`config.mk`:
```
export PLATFORM = sky130hd
export DESIGN_NAME = sum_bcd_emitter
export DESIGN_NICKNAME = d
export VERILOG_FILES = /design/src/rtl/sum_bcd_emitter.sv
export SDC_FILE = /design/constraint.sdc
export NUM_CORES = 1
export LEC_CHECK = 0
export BUFFER_PORTS_ARGS = -buffer_cell sky130_fd_sc_hd__buf_2
export CORE_MARGIN = 2
export CORE_UTILIZATION = 40
export DETAILED_ROUTE_END_ITERATION = 10
export GPL_ROUTABILITY_DRIVEN = 1
export SLEW_MARGIN = 10
export SYNTH_ARGS = -nofsm -noshare
export SYNTH_HDL_FRONTEND = slang
export SYNTH_SLANG_ARGS = --single-unit
```
`constraint.sdc`:
```
create_clock -name CLK -period 2.5 [get_ports CLK]
set_clock_uncertainty 0.15 [all_clocks]
set_input_delay 0.5 -clock CLK [delete_from_list [all_inputs] [get_ports CLK]]
set_output_delay 0.5 -clock CLK [all_outputs]
set_load 0.05 [all_outputs]
```
`src/rtl/sum_bcd_emitter.sv`:
```
`default_nettype none
// ============================================================================
//  Module      : sum_bcd_emitter
//  Description : Captures a binary result, converts it to BCD by double dabble
//                and streams the decimal digits MSD first over valid/ready.
//                Optional leading-zero suppression: define SUM_BCD_LZS_EN.
//  Revision    : 1.0  initial release
// ============================================================================
module sum_bcd_emitter #(
    parameter int WIDTH  = 32,
    parameter int DIGITS = 10
) (
    input  logic             CLK,
    input  logic             Init,
    input  logic             Start,
    input  logic [WIDTH-1:0] Value,
    output logic [3:0]       Digit,
    output logic             DigitValid,
    input  logic             DigitReady,
    output logic             DigitLast,
    output logic             IsEnd
);

    localparam int CW = $clog2(WIDTH + 1);
    localparam int IW = (DIGITS > 1) ? $clog2(DIGITS) : 1;
    localparam int BW = 4 * DIGITS;
    localparam logic [CW-1:0] c_cnt_last = CW'(WIDTH - 1);
    localparam logic [IW-1:0] c_idx_top  = IW'(DIGITS - 1);

    typedef enum logic [1:0] {
        S_IDLE = 2'd0,
        S_CONV = 2'd1,
        S_EMIT = 2'd2,
        S_DONE = 2'd3
    } state_t;

    state_t           r_state;
    state_t           w_state_next;
    logic [WIDTH-1:0] r_shift;
    logic [BW-1:0]    r_bcd;
    logic [CW-1:0]    r_cnt;
    logic [IW-1:0]    r_idx;
    logic [BW-1:0]    w_bcd_adj;
    logic [BW-1:0]    w_bcd_next;
    logic [IW-1:0]    w_idx_start;

    // Add-3 correction on every nibble before the shift.
    generate
        for (genvar gi = 0; gi < DIGITS; gi++) begin : g_dd
            assign w_bcd_adj[4*gi +: 4] = (r_bcd[4*gi +: 4] >= 4'd5) ?
                                          (r_bcd[4*gi +: 4] + 4'd3) :
                                           r_bcd[4*gi +: 4];
        end
    endgenerate

    assign w_bcd_next = BW'({w_bcd_adj, r_shift[WIDTH-1]});

`ifdef SUM_BCD_LZS_EN
    // Start at the highest nonzero digit of the final BCD word; zero emits one digit.
    always_comb begin
        w_idx_start = '0;
        for (int i = 0; i < DIGITS; i++) begin
            if (w_bcd_next[4*i +: 4] != 4'd0) begin
                w_idx_start = IW'(i);
            end
        end
    end
`else
    assign w_idx_start = c_idx_top;
`endif

    always_ff @(posedge CLK) begin
        if (Init) begin
            r_state <= S_IDLE;
        end else begin
            r_state <= w_state_next;
        end
    end

    always_comb begin
        w_state_next = r_state;
        DigitValid   = 1'b0;
        DigitLast    = 1'b0;
        IsEnd        = 1'b0;
        Digit        = 4'd0;
        case (r_state)
            S_IDLE: begin
                if (Start) begin
                    w_state_next = S_CONV;
                end
            end
            S_CONV: begin
                if (r_cnt == c_cnt_last) begin
                    w_state_next = S_EMIT;
                end
            end
            S_EMIT: begin
                DigitValid = 1'b1;
                DigitLast  = (r_idx == '0);
                for (int i = 0; i < DIGITS; i++) begin
                    if (r_idx == IW'(i)) begin
                        Digit = r_bcd[4*i +: 4];
                    end
                end
                if (DigitReady && (r_idx == '0)) begin
                    w_state_next = S_DONE;
                end
            end
            S_DONE: begin
                IsEnd = 1'b1;
                if (!Start) begin
                    w_state_next = S_IDLE;
                end
            end
            default: w_state_next = S_IDLE;
        endcase
    end

    always_ff @(posedge CLK) begin
        if (Init) begin
            r_shift <= '0;
            r_bcd   <= '0;
            r_cnt   <= '0;
            r_idx   <= '0;
        end else begin
            case (r_state)
                S_IDLE: begin
                    if (Start) begin
                        r_shift <= Value;
                        r_bcd   <= '0;
                        r_cnt   <= '0;
                    end
                end
                S_CONV: begin
                    r_shift <= r_shift << 1;
                    r_bcd   <= w_bcd_next;
                    r_cnt   <= r_cnt + CW'(1);
                    if (r_cnt == c_cnt_last) begin
                        r_idx <= w_idx_start;
                    end
                end
                S_EMIT: begin
                    if (DigitReady && (r_idx != '0)) begin
                        r_idx <= r_idx - IW'(1);
                    end
                end
                default: begin
                end
            endcase
        end
    end

endmodule
`default_nettype wire

```
==> results of run 1 <==
==> worst paths after layout <==
| kind | cells past startpoint | slack (ns) | end | from |
|---|---|---|---|---|
| worst max-delay path | 8 | -0.11 | Digit[2] | r_idx[1] |
| worst min-delay path | 3 | 0.25 | r_shift[0] | Value[0] |
| worst max register to register | 7 | 0.48 | r_bcd[12] | r_state[0] |
| worst min register to register | 2 | 0.34 | r_bcd[39] | r_bcd[39] |
==> final cells by class <==
cell class | count | area (um2) | area share
sequential | 84 | 1690 | 0.295
multi-input combinational | 412 | 2970 | 0.519
inverter | 25 | 98.8 | 0.0173
tap | 143 | 179 | 0.0313
clock buffer | 10 | 229 | 0.0401
timing repair buffer | 72 | 499 | 0.0873
clock inverter | 6 | 55.1 | 0.00963
==> power by group through the flow <==
| stage | registers (mW) | logic, mW | clock network (mW) |
|---|---|---|---|
| after CTS | 1.79 | 2.20 | 1.33 |
| after detailed placement | 1.80 | 2.05 | 0 |
| after global routing | 1.83 | 2.48 | 1.38 |
| after floorplan | 1.74 | 1.53 | 0 |
| final | 1.79 | 2.24 | 1.30 |
| after global placement | 1.78 | 2.01 | 0 |
==> sequential cells by signal (all words and copies together) (netlist names) <==
signal / flops
r_bcd: 40
r_shift: 32
r_cnt: 6
r_idx: 4
r_state: 2
==> per-stage QoR <==
| stage | hold slack [ns] | instance area, um2 | utilization | power, mW | worst slack (ns) |
|---|---|---|---|---|---|
| floorplan | 0.308 | 4780 | - | 3.27 | 0.0678 |
| CTS | 0.245 | 5670 | 0.492 | 5.32 | -0.0584 |
| detailed placement | 0.336 | 5190 | 0.451 | 3.85 | -0.0495 |
| finish | 0.252 | 5720 | 0.496 | 5.34 | -0.109 |
| global placement | 0.334 | 5190 | 0.451 | 3.80 | 0.0442 |
| global route | 0.262 | 5720 | 0.496 | 5.69 | -0.186 |
==> layer usage <==
metal  up-vias  GRT usage  share of wire
li1       2080          -              -
met1      1943      0.248           0.47
met2        95      0.307           0.45
met3        33     0.0584          0.046
met4         0     0.0691          0.031
met5         -          0              0
==> critical path, cell delays in order, from the launching register on <==
cell and delay (ns):
sky130_fd_sc_hd__dfxtp_2 0.34, sky130_fd_sc_hd__inv_4 0.08, sky130_fd_sc_hd__ha_4 0.19, sky130_fd_sc_hd__buf_6 0.13, sky130_fd_sc_hd__and3b_1 0.20, sky130_fd_sc_hd__a21oi_2 0.13, sky130_fd_sc_hd__o211ai_1 0.11, sky130_fd_sc_hd__a32o_2 0.27
sky130_fd_sc_hd__buf_6 0.15
==> timing repair <==
action	in CTS	in global routing
buffers inserted	8	2
endpoints found under the hold margin	0	0
setup endpoints to repair	5	5
gates resized for setup	42	10
pin swaps	8	1
==> kinds of logic (layout without fill, tap and decap cells) <==
| group | after synthesis | in the layout | synth area share |
|---|---|---|---|
| AND/OR/NAND/NOR | 161 | 161 | 0.166 |
| multiplexers | 46 | 46 | 0.0967 |
| flip-flops | 84 | 84 | 0.352 |
| buffers and inverters | 60 | 113 | 0.0527 |
| AO/OA/AOI/OAI | 152 | 152 | 0.211 |
| XOR/XNOR | 23 | 23 | 0.0422 |
| adder cells (fa/ha/maj) | 30 | 30 | 0.0786 |
==> synth_stat cells, types with 7 or more instances <==
cell / instances
sky130_fd_sc_hd__nor2_1: 58
sky130_fd_sc_hd__nand2b_1: 19
sky130_fd_sc_hd__dfxtp_1: 84
sky130_fd_sc_hd__clkbuf_1: 13
sky130_fd_sc_hd__nand3_1: 11
sky130_fd_sc_hd__xor2_1: 13
sky130_fd_sc_hd__and3_1: 16
sky130_fd_sc_hd__or3_1: 7
sky130_fd_sc_hd__a21oi_1: 42
sky130_fd_sc_hd__a22o_1: 22
sky130_fd_sc_hd__o21ai_0: 29
sky130_fd_sc_hd__a211oi_1: 35
sky130_fd_sc_hd__inv_1: 25
sky130_fd_sc_hd__buf_2: 21
sky130_fd_sc_hd__xnor2_1: 10
sky130_fd_sc_hd__ha_1: 30
sky130_fd_sc_hd__nand2_1: 30
sky130_fd_sc_hd__mux2i_1: 45
==> flow_results.org, run 1 <==
** Run status
- The run finished, with violations left.
- Violations in the final reports :: DRC, setup timing

** STA
- The number of hold violations in the final report came to 0.
- Highest clock frequency the design can meet :: 383 MHz
- Slew headroom :: 0.607
- Across all setup checks in the final design, the least slack found is -0.109 ns.
- Counting I/O delays and the setup requirement, the final critical path takes roughly 2.6 ns.
- Worst Tran Pin Value :: about 0.59 ns
- Setup violations remaining at the end of the flow were counted as 4.
- Final period util :: 1.04
- Number of pins with negative max-slew slack in the final report :: 0
- Setup_tns :: -0.273 ns
- RSZ-0062 raised after global routing :: yes

** Power
- Logic pwr share :: 0.421
- The analysis attributes to cell leakage a power of 2.31 nW.
- Cell internal power was estimated by the tool at between 3 and 4 mW.
- Of the total power, the share spent switching nets is 0.396.
- Of the total power, registers draw 0.336.
- Of the total power, the clock network draws 0.243.
- The analysis attributes to net switching a power of 2.11 mW.
- Power spread over the standard cell area amounts to slightly above 900 mW/mm2.
- Peak supply drop :: about 0.51 mV

** Clock tree
- TritonCTS built the clock tree.
- Clock tree synthesis inserted a total of 9 buffers.
- Clock insertion delay at the later pin of the skew report :: between 0.3 and 0.4 ns
- After clock tree synthesis, the clock-pin slew on the worst setup and hold paths is 0.07 ns.
- Hold-fix buffers at CTS :: 0
- In this run the clock root is driven by a sky130_fd_sc_hd__clkbuf_16.
- The clock passes through at most 2 buffers.
- The clock drives 84 sinks.
- The H-tree was split into 3 levels.

** Cells and area
- The library cell used most frequently in the layout, excluding fill and tap cells, is sky130_fd_sc_hd__dfxtp_1.
- Fraction of final layout cells with drive strength greater than 1 :: 0.192
- Relative to the synthesized area, the layout overhead comes to 19.7%.
- For this run, the number of standard cells in the final layout without fillers is 752.
- Counting the fill cells in the layout gives between 1k and 1.5k.
- In the layout the commonest cells are sky130_fd_sc_hd__dfxtp_1, sky130_fd_sc_hd__nor2_1, sky130_fd_sc_hd__mux2i_1, sky130_fd_sc_hd__buf_2, sky130_fd_sc_hd__a21oi_1.
- The repair_antennas step left the layout with diodes totalling 0.
- The net count of the finished layout is 670.

** Route
- For this block, the initial DRC count from the detailed router was ~210.
- Avg WL per Cell :: roughly 16 um
- Number of routed nets with antenna violations :: 0
- Final wirelength :: between 10,000 and 15,000 um
- 1st-pass router iterations :: 8
- The detailed router placed approximately 4.2k vias in this run.
- DR vias/cell :: ~5.5
- For this run, design rule violations remaining after detail routing come to 1.

** Logic synthesis
- Yosys cell types :: 46
- Yosys printed 0 warnings.
- Synth Cell Area :: around 0.0048 mm2
- Post-synth EDFFs :: 0
- The share of the Yosys chip area taken by registers is 0.352.
- Post-synthesis register bit count :: 84
- In this run the mean area of a mapped cell was 8.59 um2.
- Syn Nets :: slightly above 600
- In the synthesized netlist, the number of instances is 556.
- Biggest area contributors in the synthesized netlist :: sky130_fd_sc_hd__dfxtp_1, sky130_fd_sc_hd__mux2i_1, sky130_fd_sc_hd__ha_1, sky130_fd_sc_hd__a211oi_1, sky130_fd_sc_hd__nor2_1
- Post-synth top area cell :: sky130_fd_sc_hd__dfxtp_1
- Ys flop type :: sky130_fd_sc_hd__dfxtp_1
- For this run, asynchronously set or reset flops after synthesis account for 0.
- The share of synthesized area in the top cell type comes to 0.352.

** Place
- Counting tap cells, the placed design contains a total of approximately 730 instances.
- Routability congestion estimate :: around 0.90
- DP Wirelength :: around 8400 um
- Port buffering added 42 buffers.

** Floorplanning
- The die is around 110 um tall.
- The die covers between 0.01 and 0.015 mm2.
- The core region is about 0.012 mm2.
- Starting density of the core :: 0.415
- Pin placement for this block handled 43 I/O pins.
- The die is between 100 and 150 um wide.
- Row Count :: 39

** Global route
- The via count of the first global-routing pass was around 4.1k.
- Total grt overflow :: 0
- In the global route stage, overall resource usage came out at 0.193.
- Entering global routing, the biggest net connects 64 pins.
- The first global-routing pass estimated ~20,000 um of wire.
- Initial antenna violation count :: 0

** Critical path
- The worst setup path is captured at an output port.
- The worst setup path is of the flop to output port kind.
- Kind of launch point of the worst setup path :: flop
- Worst EP arrival :: approximately 2.0 ns
- Peak fanout along the critical path :: 7
- Data on the critical path is required at its endpoint by around 1.9 ns.

** Hold path
- Tightest Hold Check Type :: primary input to flop

** Job
- Max-cap violations :: 0
Power figures use the tool's default switching activity.
==> inputs of run 2 (changes only) <==
- ABC_AREA: not set -> 1
==> flow_results.org, run 2 <==
** Clock tree
- Buffers inserted during clock tree synthesis total 9.
- Clock Tree Root :: sky130_fd_sc_hd__clkbuf_16
- H-tree levels :: 3
- The tree built by TritonCTS fans out to 84 sinks.
- Clock insertion delay at the later pin of the skew report :: between 0.3 and 0.4 ns
- TritonCTS built the clock tree.
- In this run the deepest clock path goes through 2 buffers.
- Clock-pin slew was measured on the worst setup and hold paths at ~0.07 ns.
- Hold-fix buffers at CTS :: 0

** Logic synthesis
- The largest total area in the synthesized netlist belongs to sky130_fd_sc_hd__dfxtp_1.
- Synth Cell Area :: a little under 0.005 mm2
- In the synthesized netlist the dominant register cell turns out to be sky130_fd_sc_hd__dfxtp_1.
- Counting flops with a built-in enable in the synthesized netlist gives 0.
- List of most frequent post-synthesis cells :: sky130_fd_sc_hd__nand2_1, sky130_fd_sc_hd__inv_1, sky130_fd_sc_hd__dfxtp_1
- Synthesized area divided by synthesized cell count :: around 6.8 um2
- The synthesized netlist contains 26 unique library cells.
- After technology mapping, the gate count stands at between 700 and 800.
- Count leader, synth :: sky130_fd_sc_hd__nand2_1
- The share of the Yosys chip area taken by registers is 0.347.
- Total of warnings raised by yosys :: 0
- Syn Nets :: 781
- Biggest area contributors in the synthesized netlist :: sky130_fd_sc_hd__dfxtp_1, sky130_fd_sc_hd__nand2_1, sky130_fd_sc_hd__ha_1, sky130_fd_sc_hd__inv_1, sky130_fd_sc_hd__a21oi_1
- The share of synthesized area in the top cell type comes to 0.347.
- Post-synthesis register bit count :: 84
- Fraction of registers with async set/reset :: 0

** STA
- The number of hold violations in the final report was 0.
- Final period util :: 1.04
- Total setup violations reported at the end of the flow :: 4
- At the pin with the least slew margin, the transition time is slightly below 0.6 ns.
- Fin worst setup slack :: -0.0944 ns
- Setup repair after global routing could not meet its margin everywhere.
- Number of pins with negative max-slew slack in the final report :: 0
- In this run the tightest slew margin relative to its limit is 0.613.
- Highest clock frequency the design can meet :: just under 400 MHz
- Min Tclk post-route :: approximately 2.6 ns

** Critical path
- Worst reg-to-reg path cell count :: 13
- Worst path cell trace :: inv_4 > ha_4 > buf_4 > nand3_1 > nand3_1 > nand2_1 > nand2_1 > nand2_1 > nand2_1 > nand2_1 > nand2_1 > nand2_1 > a21oi_4 > buf_6
- Path type of the worst setup path :: flop to output port
- The largest single stage delay on the critical path is about 0.34 ns.
- Worst EP arrival :: approximately 1.9 ns
- STA classifies the critical path startpoint as a flop.
- Across all register-to-register paths, the minimum setup slack is 0.25 ns.
- The kind of cell with the highest combined delay along the critical path is simple AND/OR/NAND/NOR gates.
- STA classifies the critical path endpoint as an output port.
- In this run the critical register-to-register path is captured at r_cnt[4].
- Required time worst endpoint :: 1.85 ns
- Along the worst path, the maximum fanout reaches 3.
- Cell with the largest stage delay on the worst path :: sky130_fd_sc_hd__dfxtp_2
- R2r startpoint :: r_state[0]
- Top cell by count, worst path :: sky130_fd_sc_hd__nand2_1
- Number of buffers and inverters on the critical path :: 3

** Place
- Routability congestion estimate :: approximately 0.9
- Buffers placed on the I/O ports in this run total 42.
- Setup Slack @ Placement :: -0.00931 ns
- The HPWL after detailed placement is 7950 um.

** Route
- For this block, the initial DRC count from the detailed router was ~300.
- Dividing the detail-routed via count by the number of cells gives slightly above 5.
- Once detail routing completed, the nets flagged for antenna violations numbered 0.
- Detailed routing inserted a total of between 4k and 5k vias.
- Avg WL per Cell :: approximately 13 um
- In the routed design, unresolved DRC markers number 0.
- The first detailed-routing pass ran for 5 iterations.
- Final wirelength :: 11,600 um

** Power
- Internal power summed over all cells :: about 3.2 mW
- Peak supply drop :: approximately 0.51 mV
- The share of total power dissipated in combinational logic is 0.447.
- Of the total power, the clock network draws 0.233.
- Areal power density over the cells :: 996 mW/mm2
- For this design the total switching power over the nets is approximately 2.5 mW.
- The share of total power dissipated in sequential elements is 0.320.
- Sw frac :: 0.433
- Leakage Power :: roughly 2.2 nW

** Cells and area
- Number of flip-flops in the largest register :: 40
- P&R area growth vs syn :: 17.3%
- In the final layout, the share of cells above drive strength 1 is 0.151.
- Leaving out fill and tap cells, the most frequent cell in the layout is sky130_fd_sc_hd__nand2_1.
- Core utilization of the finished layout :: 0.477
- Largest registers :: r_bcd x40, r_shift x32, r_cnt x6
- More flip-flops sit in one register than any other, and that register is r_bcd.
- Final net count :: roughly 820
- Number of filler cells placed in the layout :: 1,205
- Antenna diode count :: 0
- Top library cells by usage in the layout, fill and taps aside :: sky130_fd_sc_hd__nand2_1, sky130_fd_sc_hd__inv_1, sky130_fd_sc_hd__dfxtp_1, sky130_fd_sc_hd__a21oi_1, sky130_fd_sc_hd__o21ai_0
- Summing all flip-flop and latch instances after layout gives around 0.0017 mm2.
- In the final layout, the multi-input gates occupy roughly 0.0027 mm2.

** Global route
- In the global route stage, overall resource usage came out at 0.183.
- The first global-routing pass estimated a little under 20,000 um of wire.
- Maximum number of pins on one net before global-route repair :: 66
- Initial antenna violation count :: 0
- The via count of the first global-routing pass came to ~4.5k.
- For this run the aggregate overflow at the end of global routing stands at 0.

** Hold path
- Number of cells on the worst hold path :: 3
- The path class of the tightest hold or removal check is primary input to flop.
- The worst hold path terminates at r_shift[15].
- In this run the most critical hold path is launched from Value[15].

** Run status
- Status :: complete, but fails checks
- The final reports fail on setup timing.

** Job
- Max-cap violations in this run came to 0.

** Floorplanning
- The initial utilization of the core area, before any placement, comes to 0.406.
- Area of the core region :: 0.0119 mm2
- Die area :: ~0.013 mm2
- Floorplan die width :: 114 um
- I/O Pins :: 43
- Row Count :: 40
- Measured along the y axis, the die boundary spans approximately 110 um.
run 2: changes by cell type in the layout (fill, tap and decap cells not counted), moves of 26 or more:
cell,previous run,this run
sky130_fd_sc_hd__a211oi_1,34,2
sky130_fd_sc_hd__nor2_1,58,22
sky130_fd_sc_hd__inv_1,23,85
sky130_fd_sc_hd__o21ai_0,23,52
sky130_fd_sc_hd__nand2_1,30,170
sky130_fd_sc_hd__o21ai_1,7,33
sky130_fd_sc_hd__a31oi_1,5,34
sky130_fd_sc_hd__mux2i_1,45,0
sky130_fd_sc_hd__nand3_1,11,50
run 2: repair_timing:
item	4_1_cts	5_1_grt
setup endpoints to repair	4	4
resized for setup	40	0
gates cloned	1	0
endpoints found under the hold margin	0	0
setup buffers	3	3
pin swaps	3	4
run 2: through the flow:
step | hold WS [ns] | area [um2] | setup TNS (ns) | std cells | total power [mW]
final | 0.270 | 5680 | -0.285 | 908 | 5.66
after CTS | 0.257 | 5660 | -0.353 | 905 | 5.66
after global routing | 0.258 | 5680 | -0.929 | 908 | 6.10
after global placement | 0.301 | 5200 | 0 | 885 | 4.04
after detailed placement | 0.306 | 5200 | -0.0133 | 885 | 4.09
after floorplan | 0.292 | 4860 | -0.0294 | 715 | 3.58
run 2: worst register-to-register path: stages, from the launching register on:
cell	delay [ns]
sky130_fd_sc_hd__dfxtp_1	0.37
sky130_fd_sc_hd__inv_1	0.09
sky130_fd_sc_hd__ha_1	0.23
sky130_fd_sc_hd__inv_1	0.07
sky130_fd_sc_hd__nor2_2	0.06
sky130_fd_sc_hd__nor2_8	0.08
sky130_fd_sc_hd__inv_2	0.04
sky130_fd_sc_hd__nand2_2	0.06
sky130_fd_sc_hd__buf_4	0.47
sky130_fd_sc_hd__nand3_1	0.17
sky130_fd_sc_hd__inv_2	0.09
sky130_fd_sc_hd__nand2_1	0.06
sky130_fd_sc_hd__xor2_1	0.13
sky130_fd_sc_hd__nor2_1	0.05
run 2: layout make-up:
| type | instances | area share |
|---|---|---|
| Multi-Input combinational cell | 503 | 0.483 |
| Sequential cell | 84 | 0.297 |
| Timing Repair Buffer | 63 | 0.0705 |
| Inverter | 95 | 0.0650 |
| Clock buffer | 10 | 0.0421 |
| Tap cell | 147 | 0.0324 |
| Clock inverter | 6 | 0.00947 |
run 2: cells by family (layout without fill, tap and decap cells):
kind of cell	count (synthesis)	count (layout)	synth area share
flops	84	84	0.347
buf+inv	129	174	0.108
compound gates	186	186	0.202
simple gates	273	274	0.241
fa+ha+maj	30	30	0.0776
xor+xnor	13	13	0.0235
run 2: worst max path at each step:
stage                  start       end  slack (ns)  depth (start not counted)
floorplan           r_idx[0]  Digit[2]       -0.03                         13
global placement    r_idx[0]  Digit[1]        0.06                         12
detailed placement  r_idx[0]  Digit[2]      -0.009                         12
CTS                 r_idx[0]  Digit[2]       -0.10                         13
global route        r_idx[1]  Digit[2]       -0.24                         14
finish              r_idx[1]  Digit[1]       -0.09                         14
run 2: power groups by stage:
stage	Clock [mW]	Combinational, mW	Sequential, mW
6_report	1.32	2.53	1.81
5_1_grt	1.41	2.86	1.84
4_1_cts	1.36	2.49	1.81
3_5_place_dp	0	2.28	1.81
3_3_place_gp	0	2.24	1.80
2_1_floorplan	0	1.82	1.76
run 2: per-layer routing:
layer | vias to the layer above | share of wire | track usage
li1 | 2428 | - | -
met1 | 2170 | 0.47 | 0.228
met2 | 106 | 0.48 | 0.315
met3 | 11 | 0.043 | 0.0409
met4 | 0 | 0.0093 | 0.0561
met5 | - | 0 | 0
